===== config.mk =====
export PLATFORM = sky130hd
export DESIGN_NAME = axicb_mst_switch_wr
export DESIGN_NICKNAME = d
export VERILOG_FILES = /design/src/rtl/axicb_mst_switch_wr.sv
export SDC_FILE = /design/constraint.sdc
export NUM_CORES = 1
export LEC_CHECK = 0
export ABC_AREA = 1
export ABC_CLOCK_PERIOD_IN_PS = 2100
export CELL_PAD_IN_SITES_DETAIL_PLACEMENT = 0
export CELL_PAD_IN_SITES_GLOBAL_PLACEMENT = 1
export CORE_MARGIN = 2
export CORE_UTILIZATION = 29
export DETAILED_ROUTE_END_ITERATION = 16
export GPL_TIMING_DRIVEN = 0
export PLACE_DENSITY_LB_ADDON = 0.15
export SYNTH_ARGS = -nofsm -noshare
export SYNTH_HDL_FRONTEND = slang
export SYNTH_SLANG_ARGS = --single-unit

===== constraint.sdc =====
create_clock -name aclk -period 2.1 [get_ports aclk]
set_input_delay 0.42 -clock aclk [delete_from_list [all_inputs] [get_ports aclk]]
set_output_delay 0.42 -clock aclk [all_outputs]
set_load 0.02 [all_outputs]

===== src/rtl/axicb_mst_switch_wr.sv =====
// axicb_mst_switch_wr: slave-side AXI write switch merging 4 masters into one slave.
// Define AXICB_MST_SWITCH_WR_AW_REGSLICE_EN to register the slave AW channel.
module axicb_mst_switch_wr #(
    parameter int AXI_ADDR_W = 8,
    parameter int AXI_ID_W = 8,
    parameter int MST_NB = 4,
    parameter logic [AXI_ID_W-1:0] MST0_ID_MASK = 'h10,
    parameter logic [AXI_ID_W-1:0] MST1_ID_MASK = 'h20,
    parameter logic [AXI_ID_W-1:0] MST2_ID_MASK = 'h40,
    parameter logic [AXI_ID_W-1:0] MST3_ID_MASK = 'h80,
    parameter int WFIFO_ADDR_W = 3,
    parameter int AWCH_W = 8,
    parameter int WCH_W = 8,
    parameter int BCH_W = 8
) (
    input  logic                     aclk,
    input  logic                     srst,
    input  logic [MST_NB-1:0]        i_awvalid,
    output logic [MST_NB-1:0]        i_awready,
    input  logic [MST_NB*AWCH_W-1:0] i_awch,
    input  logic [MST_NB-1:0]        i_wvalid,
    output logic [MST_NB-1:0]        i_wready,
    input  logic [MST_NB-1:0]        i_wlast,
    input  logic [MST_NB*WCH_W-1:0]  i_wch,
    output logic [MST_NB-1:0]        i_bvalid,
    input  logic [MST_NB-1:0]        i_bready,
    output logic [BCH_W-1:0]         i_bch,
    output logic                     o_awvalid,
    input  logic                     o_awready,
    output logic [AWCH_W-1:0]        o_awch,
    output logic                     o_wvalid,
    input  logic                     o_wready,
    output logic                     o_wlast,
    output logic [WCH_W-1:0]         o_wch,
    input  logic                     o_bvalid,
    output logic                     o_bready,
    input  logic [BCH_W-1:0]         o_bch
);

    localparam int MST_IW = $clog2(MST_NB);
    localparam int DEPTH = 1 << WFIFO_ADDR_W;
    localparam logic [WFIFO_ADDR_W:0] PTR_ONE = 1;
    localparam logic [AXI_ID_W-1:0] ID_MASK [4] =
        '{MST0_ID_MASK, MST1_ID_MASK, MST2_ID_MASK, MST3_ID_MASK};

    typedef enum logic {IDLE, GRANT} state_t;

    state_t state_q, state_d;
    logic [MST_NB-1:0] grant_q, grant_d;
    logic [MST_IW-1:0] gidx_q, gidx_d;
    logic [MST_IW-1:0] last_q, last_d;

    logic [MST_NB-1:0] rr_grant;
    logic [MST_IW-1:0] rr_idx, rr_cand;
    logic rr_found;

    logic aw_sel_valid;
    logic [AWCH_W-1:0] aw_sel_ch;
    logic aw_rdy, push, pop;

    logic [MST_NB-1:0] fifo_q [DEPTH];
    logic [MST_NB-1:0] fifo_d [DEPTH];
    logic [WFIFO_ADDR_W:0] wptr_q, wptr_d, rptr_q, rptr_d;
    logic fifo_full, fifo_empty;
    logic [MST_NB-1:0] head;
    logic [MST_IW-1:0] head_idx;

    logic [MST_NB-1:0] bsel;
    logic bhit;

    // Round-robin search begins just after the last master that handshaked
    always_comb begin
        rr_grant = '0;
        rr_idx = last_q;
        rr_cand = last_q;
        rr_found = 1'b0;
        for (int k = 1; k <= MST_NB; k++) begin
            rr_cand = MST_IW'((int'(last_q) + k) % MST_NB);
            if (!rr_found && i_awvalid[rr_cand]) begin
                rr_found = 1'b1;
                rr_idx = rr_cand;
            end
        end
        rr_grant[rr_idx] = rr_found;
    end

    always_comb begin
        state_d = state_q;
        grant_d = grant_q;
        gidx_d = gidx_q;
        last_d = last_q;
        unique case (state_q)
            IDLE: begin
                if (rr_found && !fifo_full) begin
                    grant_d = rr_grant;
                    gidx_d = rr_idx;
                    state_d = GRANT;
                end
            end
            GRANT: begin
                if (push) begin
                    last_d = gidx_q;
                    state_d = IDLE;
                end
            end
            default: state_d = IDLE;
        endcase
    end

    assign aw_sel_valid = i_awvalid[gidx_q];
    assign aw_sel_ch = i_awch[gidx_q*AWCH_W +: AWCH_W];
    assign push = (state_q == GRANT) && aw_sel_valid && aw_rdy;
    assign i_awready = ((state_q == GRANT) && aw_rdy) ? grant_q : '0;

`ifdef AXICB_MST_SWITCH_WR_AW_REGSLICE_EN
    logic slv_q, slv_d;
    logic [AWCH_W-1:0] sch_q, sch_d;

    assign aw_rdy = !slv_q || o_awready;

    always_comb begin
        slv_d = push || (slv_q && !o_awready);
        sch_d = push ? aw_sel_ch : sch_q;
    end

    always_ff @(posedge aclk) begin
        if (srst) begin
            slv_q <= 1'b0;
            sch_q <= '0;
        end else begin
            slv_q <= slv_d;
            sch_q <= sch_d;
        end
    end

    assign o_awvalid = slv_q;
    assign o_awch = sch_q;
`else
    assign aw_rdy = o_awready;
    assign o_awvalid = (state_q == GRANT) && aw_sel_valid;
    assign o_awch = aw_sel_ch;
`endif

    assign fifo_empty = (wptr_q == rptr_q);
    assign fifo_full = (wptr_q[WFIFO_ADDR_W] != rptr_q[WFIFO_ADDR_W]) &&
                       (wptr_q[WFIFO_ADDR_W-1:0] == rptr_q[WFIFO_ADDR_W-1:0]);
    assign head = fifo_empty ? '0 : fifo_q[rptr_q[WFIFO_ADDR_W-1:0]];

    always_comb begin
        head_idx = '0;
        for (int m = 0; m < MST_NB; m++) begin
            if (head[m]) head_idx = MST_IW'(m);
        end
    end

    assign o_wvalid = |(i_wvalid & head);
    assign o_wlast = |(i_wlast & head);
    assign o_wch = fifo_empty ? '0 : i_wch[head_idx*WCH_W +: WCH_W];
    assign i_wready = o_wready ? head : '0;
    assign pop = o_wvalid && o_wready && o_wlast;

    always_comb begin
        fifo_d = fifo_q;
        if (push) fifo_d[wptr_q[WFIFO_ADDR_W-1:0]] = grant_q;
        wptr_d = push ? wptr_q + PTR_ONE : wptr_q;
        rptr_d = pop ? rptr_q + PTR_ONE : rptr_q;
    end

    // Lowest matching master wins when ID masks overlap
    always_comb begin
        bsel = '0;
        bhit = 1'b0;
        for (int m = MST_NB - 1; m >= 0; m--) begin
            if ((o_bch[AXI_ID_W-1:0] & ID_MASK[m]) == ID_MASK[m]) begin
                bsel = '0;
                bsel[m] = 1'b1;
                bhit = 1'b1;
            end
        end
    end

    assign i_bvalid = o_bvalid ? bsel : '0;
    assign o_bready = bhit ? |(i_bready & bsel) : 1'b1;
    assign i_bch = o_bch;

    always_ff @(posedge aclk) begin
        if (srst) begin
            state_q <= IDLE;
            grant_q <= '0;
            gidx_q <= '0;
            last_q <= MST_IW'(MST_NB - 1);
            wptr_q <= '0;
            rptr_q <= '0;
            for (int i = 0; i < DEPTH; i++) fifo_q[i] <= '0;
        end else begin
            state_q <= state_d;
            grant_q <= grant_d;
            gidx_q <= gidx_d;
            last_q <= last_d;
            wptr_q <= wptr_d;
            rptr_q <= rptr_d;
            fifo_q <= fifo_d;
        end
    end

endmodule

# After elaboration in Yosys (flattened, before gate mapping)
# Index checks and enable logic that the tools add are counted.
[totals]
regBits = 49
output_inout_bits = 40
elab_cells = 109
[op_classes]
add_sub_neg = 6
magnitude_cmp = 10
eq_ne = 3
shifts = 2
n_mux = 46
bitwise_logic = 7
n_reduce_logical = 21
[op_table]
columns = ["op", "n"]
rows = [
  ["32-bit by 6-bit indexed part select with 8-bit output", 2],
  ["4-bit 2-to-1 mux", 11],
  ["32-bit bitwise mux", 1],
  ["2-bit by 3-bit < comparator with 1-bit output (second input constant)", 6],
  ["1-bit 2-to-1 mux", 18],
  ["4-bit AND", 4],
  ["4-bit binary-select mux with 3-bit select", 1],
  ["4-bit demux with 3-bit select", 1],
  ["1-bit logical AND", 12],
  ["2-bit 2-to-1 mux", 6],
  ["4-bit OR reduction", 3],
  ["1-bit binary-select mux with 2-bit select", 5],
  ["4-bit by 1-bit adder with 4-bit output (second input constant)", 2],
  ["4-bit >= comparator (second input constant)", 2],
  ["8-bit 2-to-1 mux", 1],
  ["3-bit NOT with 4-bit output", 2],
  ["2-bit by 1-bit adder with 2-bit output (second input constant)", 2],
  ["2-bit adder (second input constant)", 2],
  ["4-bit == test", 1],
  ["1-bit logical NOT", 4],
  ["4-bit by 1-bit < comparator with 1-bit output (second input constant)", 1],
  ["2-bit AND reduction", 2],
  ["3-bit == test", 1],
  ["1-bit demux with 2-bit select", 1],
  ["4 further kinds", 4],
]

# Depth between registers and ports, before layout
# Gate-level depths: netlist (run 1).
[depth]
ltp_word = 18
ltp_mapped = 15
depth_no_buf = 14

# Least setup slack after synthesis (run 1)
# OpenSTA, ideal clock, no wires.
[synth_timing]
path_kind = "flip-flop to output port"
from = "reg wptr_q[0]"
to = "out o_wch[0]"
t_arrival_ps = 1808
t_required_ps = 1680
setup_slack_ps = -128
path_stages_with_launch = 12
n_path_buf = 1
cell_sequence = "dfxtp_1 -> inv_2 -> nand2_1 -> nand2_1 -> nor2_4 -> nand2_4 -> nand3_4 -> nand4_4 -> buf_6 -> a21oi_1 -> o21ai_1 -> a21oi_1"
[synth_between]
elab_chain_len = 7
[synth_lines]
columns = ["element", "line", "text"]
rows = [
  ["start, declared", "63", "logic [WFIFO_ADDR_W:0] wptr_q, wptr_d, rptr_q, rptr_d;"],
  ["start signal, assigned", "200", "wptr_q <= wptr_d;"],
  ["4-bit == test *", "144", "assign fifo_empty = (wptr_q == rptr_q);"],
  ["4-bit 2-to-1 mux", "147", "assign head = fifo_empty ? '0 : fifo_q[rptr_q[WFIFO_ADDR_W-1:0]];"],
  ["1-bit 2-to-1 mux", "152", "if (head[m]) head_idx = MST_IW'(m);"],
  ["2-bit 2-to-1 mux (2 in a row)", "152", ""],
  ["32-bit by 6-bit indexed part select with 8-bit output", "158", "assign o_wch = fifo_empty ? '0 : i_wch[head_idx*WCH_W +: WCH_W];"],
  ["8-bit 2-to-1 mux *", "158", ""],
  ["end, declared", "34", "output logic [WCH_W-1:0] o_wch,"],
]
# Mark *: on every way between the ends. The rest lies on a longest branch, timed or not.

# Worst setup path in the final report (run 1)
[layout_timing]
from = "reg rptr_q[0]"
to = "out o_wch[0]"
[layout_between]
elab_chain_len = 10
elab_cells_between_ends = 11
classes_between = "eq/ne (1); shift (1); mux (8); bitwise (1)"
[layout_lines]
columns = ["element", "line", "text"]
rows = [
  ["start, declared", "63", ""],
  ["start signal, assigned", "201", "rptr_q <= rptr_d;"],
  ["3-bit NOT with 4-bit output (not written as such)", "147", ""],
  ["4-bit binary-select mux with 3-bit select", "147", ""],
  ["4-bit 2-to-1 mux (not written as such) (2 in a row)", "147", ""],
  ["4-bit 2-to-1 mux", "147", ""],
  ["1-bit 2-to-1 mux", "152", ""],
  ["2-bit 2-to-1 mux (2 in a row)", "152", ""],
  ["32-bit by 6-bit indexed part select with 8-bit output", "158", ""],
  ["8-bit 2-to-1 mux *", "158", ""],
]
# Mark *: on every way between the ends. The rest lies on a longest branch, timed or not. The select of a mux whose other input is x is not followed.

==> results by group, run 1 <==
Power
  – Max VDD drop: 326.1 µV
  – Leak: 2.358 nW
  – P per Cell Area: 567.2 nW/µm²

Final layout
  – Share of post-route cells with drive strength above 1: 0.2386
  – Design Area, Final: between 5000 and 6000 µm²
  – Final net count: between 700 and 800
  – Area Overhead vs Synth: 64.19%
  – Final core occ: 0.4854
  – Final-layout fill cell count: around 1200
  – # diodes: 0
  – Cell Count, Final, Fillers Out: between 800 and 900

Floorplan
  – Starting Density: 0.2956
  – Rows: 39
  – Die ar.: approximately 12000 µm²
  – Core area: approximately 11000 µm²
  – Height of the die: 111.4 µm
  – Chip width: 111.4 µm
  – Ports: about 130

Synthesis
  – Synth cell types: 30
  – Syn_area_per_cell: 6.221 µm²
  – Post-Synth Simple-Gate Area: 0.3043
  – Post-Syn Area: ~3300 µm²
  – Syn nets: 633
  – Post-synth top area cell: dfxtp_1
  – Largest family of logic cells by synthesized area: simple AND/OR/NAND/NOR gates
  – Post-synthesis mux area share: 0
  – Sequential cell area fraction in the yosys report: 0.2931
  – Adder-cell share of the synthesized area: 0.007477
  – Top cells by area, synth: dfxtp_1 (29%), nand2_1 (11%), a21oi_1 (9.6%)
  – Gate Count Post-Synth: around 540
  – Yosys reg bits: a little under 50
  – Synth warn: 0
  – Complex-gate fraction of the synthesized area: 0.2318
  – Top-area cell type share of the netlist area: 0.2931
  – Post-synthesis xor/xnor area fraction: 0.01047

Clocking
  – Total CTS buffers: 5
  – CTS tree: done
  – Worst-case clock buffer depth: 2
  – CTS Sinks: 49
  – Worst-path clk slew: around 0.06 ns
  – Cts hold-fix bufs: 0
  – Clock Latency Late Sink: 0.29 ns
  – Htree depth: 2
  – Root Driver: clkbuf_16

Worst setup path
  – CP cell instances: buf_8 -> buf_8 -> nand2_2 -> nand3_2 -> nand3_4 -> nand3_4 -> buf_6 -> nand2_4 -> clkinvlp_4 -> buf_12 -> o21ai_4 -> a21oi_2 -> buf_4
  – CP required: between 1.5 and 2 ns
  – Crit. End Element: output pin
  – Reg2reg path depth: 14
  – Slowest stage delay, CP: 0.38 ns
  – WS Path Type: register to output pin
  – Crit-path leading delay family: buffers and inverters
  – CP max FO: 8
  – Critical Path Source Type: register
  – Worst Path Buf+Inv: 6
  – Arrival time at the worst endpoint: about 2.2 ns
  – CP max stage cell: dfxtp_4
  – WP depth: 13

Outcome
  – Failing checks: negative setup slack
  – Outcome: finished, violations left

Placed design
  – Placed cells: ~810
  – Quantity of I/O buffers inserted on ports: 127
  – Cell Area, Placed: between 4000 and 5000 µm²
  – HPWL after DPL: between 8 and 9 mm
  – Final Wtd Congestion: approximately 0.79

STA
  – Slew Limit Headroom: 0.6763
  – Final worst slack: -0.4865 ns
  – Final Setup Violations: 12
  – Fmax: 386.6 MHz
  – RSZ-0062 raised after global routing: yes
  – Final hold vios: 0
  – Worst clock skew: 0.005589 ns
  – Final min period: about 2.6 ns
  – Final Max Tran Viols: 0
  – Crit share post-route: 1.232
  – Worst Tran Pin Value: 0.4855 ns
  – Setup TNS: -4.168 ns

GRT
  – Antenna violations before repair: 0
  – First-pass GRT wire length: approximately 18 mm
  – Vias in the first global route: 3811
  – Total grt overflow: 0
  – Pin count of the biggest net entering global routing: 14
  – Gr usage total: 0.1756

Drt
  – WL/cell: 13.64 µm
  – Pre-antenna DRT Iters: 4
  – Number of DRC markers in iteration 0: between 100 and 150
  – DRT antenna net count: 0
  – Post-detailed-route via-to-cell ratio: approximately 4.7
  – Routed Wire Length: about 12 mm
  – Via count: between 3000 and 4000
  – DRC: 0

Min path
  – Worst Hold Depth: 2
  – Min-delay worst type: register to register

Run
  – Total of max-cap violations: 0
layout by cell type (no fill, tap or decap), drive strengths merged, types with 23 or more instances in the layout:
cell type / instances
buf: 66
nor2: 49
dfxtp: 49
nand3: 47
clkbuf: 23
clkdlybuf4s50: 91
inv: 84
nand2: 102
a21oi: 66
o21ai: 73
where the power goes:
group	leakage (nW)	total, W	switching [W]	internal (W)
Combinational	1.89	0.00126	0.000699	0.000558
Sequential	0.401	0.00106	0.0000842	0.000978
Clock	0.0700	0.000798	0.000330	0.000468
Total	2.36	0.00312	0.00111	0.00200
per-layer routing:
metal	GRT usage	part of all wire	up-vias	wire, µm
met4	0.03951	0.011	0	121
met5	0	0	-	0
met1	0.2127	0.42	1768	4887
met2	0.3285	0.52	95	5999
met3	0.02504	0.043	10	493
li1	-	-	2081	-
cell families after synthesis:
logic type                 count (synthesis)
and+or+nand+nor                          217
DFF                                       49
AOI/OAI and AO/OA                        150
buffers and inverters                    116
xor gates and xnor gates                   4
adders and majority gates                  2
worst register-to-register path, stage by stage (launching register included):
cell and delay (ns):
dfxtp_4 0.38, buf_8 0.14, buf_8 0.14, buf_4 0.15, nand2_1 0.06, nand3_1 0.07
nand3_1 0.13, nand3_2 0.11, nor2_1 0.11, nor2_1 0.06, nand2_2 0.06, buf_4 0.13
nand3_2 0.12, nand2_1 0.08, a21oi_1 0.05
registers in the layout, indices dropped and copies added, names as in the netlist:
name	flops
grant_q	4
rptr_q	4
fifo_q	32
last_q	2
state_q	1
gidx_q	2
wptr_q	4
stage by stage:
step                      setup slack [ns]  power [W]  hold slack (ns)
after detailed placement           -0.9401   0.002256           0.4464
after CTS                          -0.5025   0.003056           0.4561
after global placement             -0.9262   0.002253           0.4395
after global routing               -0.5952   0.003291           0.4768
final                              -0.4865   0.003117           0.4523
after floorplan                   0.004490   0.001719           0.4292
synth_stat cells, drive strengths merged:
master  number
a21oi       66
and3         1
buf         19
clkbuf      12
dfxtp       49
ha           2
inv         85
nand2      102
nand3       47
nand3b       9
nand4        8
nor2        49
nor3         1
o211ai       3
o21ai       73
o22ai        8
xnor2        1
xor2         3
repair_timing:
| item | CTS | global route |
|---|---|---|
| cloned | 1 | 0 |
| setup endpoints to repair | 39 | 68 |
| buffers inserted | 18 | 13 |
| pin swaps | 24 | 18 |
| resized for setup | 134 | 91 |
layout make-up:
cell class | count | area [µm²] | share of cell area
plain buffers | 27 | 217.7 | 0.03962
inverters | 85 | 340.3 | 0.06193
well taps | 143 | 178.9 | 0.03256
multi-input cells | 373 | 2145 | 0.3903
repair buffers | 159 | 1473 | 0.2680
clock buffers | 7 | 142.6 | 0.02596
flip-flops and latches | 49 | 998.5 | 0.1817
final timing paths:
| kind | slack, ns | from | end |
|---|---|---|---|
| hold reg to reg | 0.45 | fifo_q[26] | fifo_q[26] |
| hold / removal | 0.45 | fifo_q[26] | fifo_q[26] |
| setup / recovery | -0.49 | rptr_q[0] | o_wch[0] |
| setup reg to reg | 0.19 | rptr_q[0] | rptr_q[2] |
Power figures use the tool's default switching activity.
==> inputs of run 2 (changes only) <==
--- a/config.mk
+++ b/config.mk
@@ -10,7 +10,8 @@
 export CELL_PAD_IN_SITES_DETAIL_PLACEMENT = 0
 export CELL_PAD_IN_SITES_GLOBAL_PLACEMENT = 1
 export CORE_MARGIN = 2
-export CORE_UTILIZATION = 29
+export CORE_UTILIZATION = 30
+export CTS_BUF_LIST = sky130_fd_sc_hd__clkbuf_2 sky130_fd_sc_hd__clkbuf_4 sky130_fd_sc_hd__clkbuf_8
 export DETAILED_ROUTE_END_ITERATION = 16
 export GPL_TIMING_DRIVEN = 0
 export PLACE_DENSITY_LB_ADDON = 0.15
==> run 2 against run 1 <==
First-iteration DRC count increased by 26%. Wire length increased by 0.35%. Register-to-register slack got worse by 0.14 ns. Power decreased by 7.4%. Combinational power decreased by 3%. Via count increased by 2.0%. Clock skew increased by 0.0053 ns. Critical path depth decreased by 2. Utilization increased by 1.6 points. The run still ends with negative setup slack left.
==> results by group, run 2 (synthesis gave the netlist of run 1 again) <==
Outcome
  – Outcome: finished, violations left
  – Failing checks: negative setup slack

Floorplan
  – Die ar.: around 12000 µm²
  – Chip width: 109.6 µm
  – Height of the die: 109.6 µm
  – Ports: 133
  – Core area: between 10000 and 15000 µm²
  – Rows: 38
  – Starting Density: 0.3087

STA
  – Setup TNS: -5.768 ns
  – Fmax: roughly 370 MHz
  – Final min period: 2.714 ns
  – Slew Limit Headroom: 0.6491
  – Final worst slack: -0.6139 ns
  – Final Max Tran Viols: 0
  – Worst Tran Pin Value: 0.5264 ns
  – Crit share post-route: 1.292
  – Final hold vios: 0
  – Worst clock skew: ~0.011 ns
  – RSZ-0062 raised after global routing: yes
  – Final Setup Violations: 13

Final layout
  – Commonest cells after routing, fill and taps aside: clkdlybuf4s50_1 (91), nand2_1 (80), inv_1 (75), a21oi_1 (54), o21ai_0 (52)
  – Final net count: 788
  – Final core occ: 0.5014
  – Most common cell after layout, fill and taps aside: clkdlybuf4s50_1
  – Top reg by flops: fifo_q
  – Sequential Area: around 990 µm²
  – Multi-input gate area: between 2000 and 2500 µm²
  – Design Area, Final: ~5400 µm²
  – Max reg flops: 32
  – Area Overhead vs Synth: 62.39%
  – Share of post-route cells with drive strength above 1: 0.2421
  – # diodes: 0
  – Final-layout fill cell count: about 1100

Worst setup path
  – Slowest stage delay, CP: approximately 0.42 ns
  – WS Path Type: register to output pin
  – Crit. End Element: output pin
  – CP required: roughly 1.7 ns
  – CP max stage cell: dfxtp_4
  – Arrival time at the worst endpoint: 2.29 ns
  – Critical Path Source Type: register
  – CP dominant cell by count: buf_8
  – CP max FO: 8
  – CP cell instances: buf_8 -> buf_8 -> nand2_1 -> nand3_1 -> nand3_2 -> nand4_4 -> nand2_4 -> clkinvlp_4 -> o21ai_2 -> a21oi_2 -> buf_4

Power
  – Switching part of the total: 0.3901
  – Leak: approximately 2.3 nW
  – Clk pwr share: 0.208
  – Pint: 0.001760 W
  – P per Cell Area: approximately 530 nW/µm²
  – Sequential share of power: 0.368
  – Max VDD drop: 312.0 µV
  – Combinational power share: 0.424
  – P_sw: about 0.0011 W

Clocking
  – Root Driver: clkbuf_8
  – CTS Sinks: between 40 and 50
  – Clock Latency Late Sink: about 0.32 ns
  – Worst-path clk slew: approximately 0.10 ns
  – CTS tree: done
  – Cts hold-fix bufs: 0
  – Htree depth: 2
  – Total CTS buffers: 5
  – Worst-case clock buffer depth: 2

Drt
  – Post-detailed-route via-to-cell ratio: a little under 5
  – WL/cell: 13.84 µm
  – Routed Wire Length: 11.54 mm
  – Number of DRC markers in iteration 0: around 190
  – DRC: 0
  – Via count: 4035
  – Pre-antenna DRT Iters: 5
  – DRT antenna net count: 0

Placed design
  – Cell Area, Placed: 4836 µm²
  – Quantity of I/O buffers inserted on ports: ~130
  – Final Wtd Congestion: between 0.7 and 0.8
  – HPWL after DPL: 8.335 mm

GRT
  – Vias in the first global route: approximately 3700
  – Antenna violations before repair: 0
  – Gr usage total: 0.1858
  – First-pass GRT wire length: 17.75 mm
  – Total grt overflow: 0
  – Pin count of the biggest net entering global routing: 18

Run
  – Total of max-cap violations: 0

Min path
  – Min-delay worst type: register to register
-- run 2: power by group through the flow --
stage	clock, W	combinational (W)	sequential, W
detailed placement	0	0.00122	0.00102
global route	0.000654	0.00134	0.00107
CTS	0.000614	0.00117	0.00106
floorplan	0	0.000699	0.00102
finish	0.000601	0.00122	0.00106
global placement	0	0.00122	0.00102
-- run 2: final timing paths --
path,depth (start not counted),endpoint,slack (ns),start
worst max-delay path,11,o_wch[5],-0.61,rptr_q[0]
worst max register to register,14,rptr_q[1],0.05,rptr_q[0]
worst min register to register,2,fifo_q[2],0.46,fifo_q[2]
worst min-delay path,2,fifo_q[2],0.46,fifo_q[2]
-- run 2: what timing repair did --
action | 4_1_cts | 5_1_grt
setup buffers | 17 | 6
resized for setup | 160 | 73
cloned | 1 | 1
pin swaps | 17 | 17
setup endpoints to repair | 34 | 67
-- run 2: area by class of cell --
class | instances | area share
sequential | 49 | 0.1826
clock inverter | 3 | 0.004834
timing repair inverter | 1 | 0.001151
multi-input combinational | 373 | 0.3953
tap | 140 | 0.03223
timing repair buffer | 151 | 0.2680
buffer | 27 | 0.04052
inverter | 85 | 0.06285
clock buffer | 5 | 0.01266
-- run 2: critical path, delay by kind of cell (launching register included) --
kind	cells	cell delay, ns
simple gates	5	0.59
buf+inv	4	0.68
flops	1	0.42
compound gates	2	0.27
-- run 2: routing by layer --
metal  up-vias  GRT usage  part of all wire
met5         -          0                 0
met4         0    0.06329             0.025
met3        19    0.02727             0.060
met2       116     0.3369              0.51
met1      1842     0.2226              0.41
li1       2058          -                 -
-- run 2: metrics by stage --
| step | worst slack (ns) | power [W] | std cells | hold WS (ns) |
|---|---|---|---|---|
| 2_1_floorplan | 0.004490 | 0.001719 | 538 | 0.4292 |
| 3_3_place_gp | -0.8906 | 0.002242 | 805 | 0.4380 |
| 3_5_place_dp | -0.9073 | 0.002248 | 805 | 0.4421 |
| 4_1_cts | -0.5813 | 0.002842 | 827 | 0.4562 |
| 5_1_grt | -0.6926 | 0.003065 | 834 | 0.4744 |
| 6_report | -0.6139 | 0.002886 | 834 | 0.4567 |
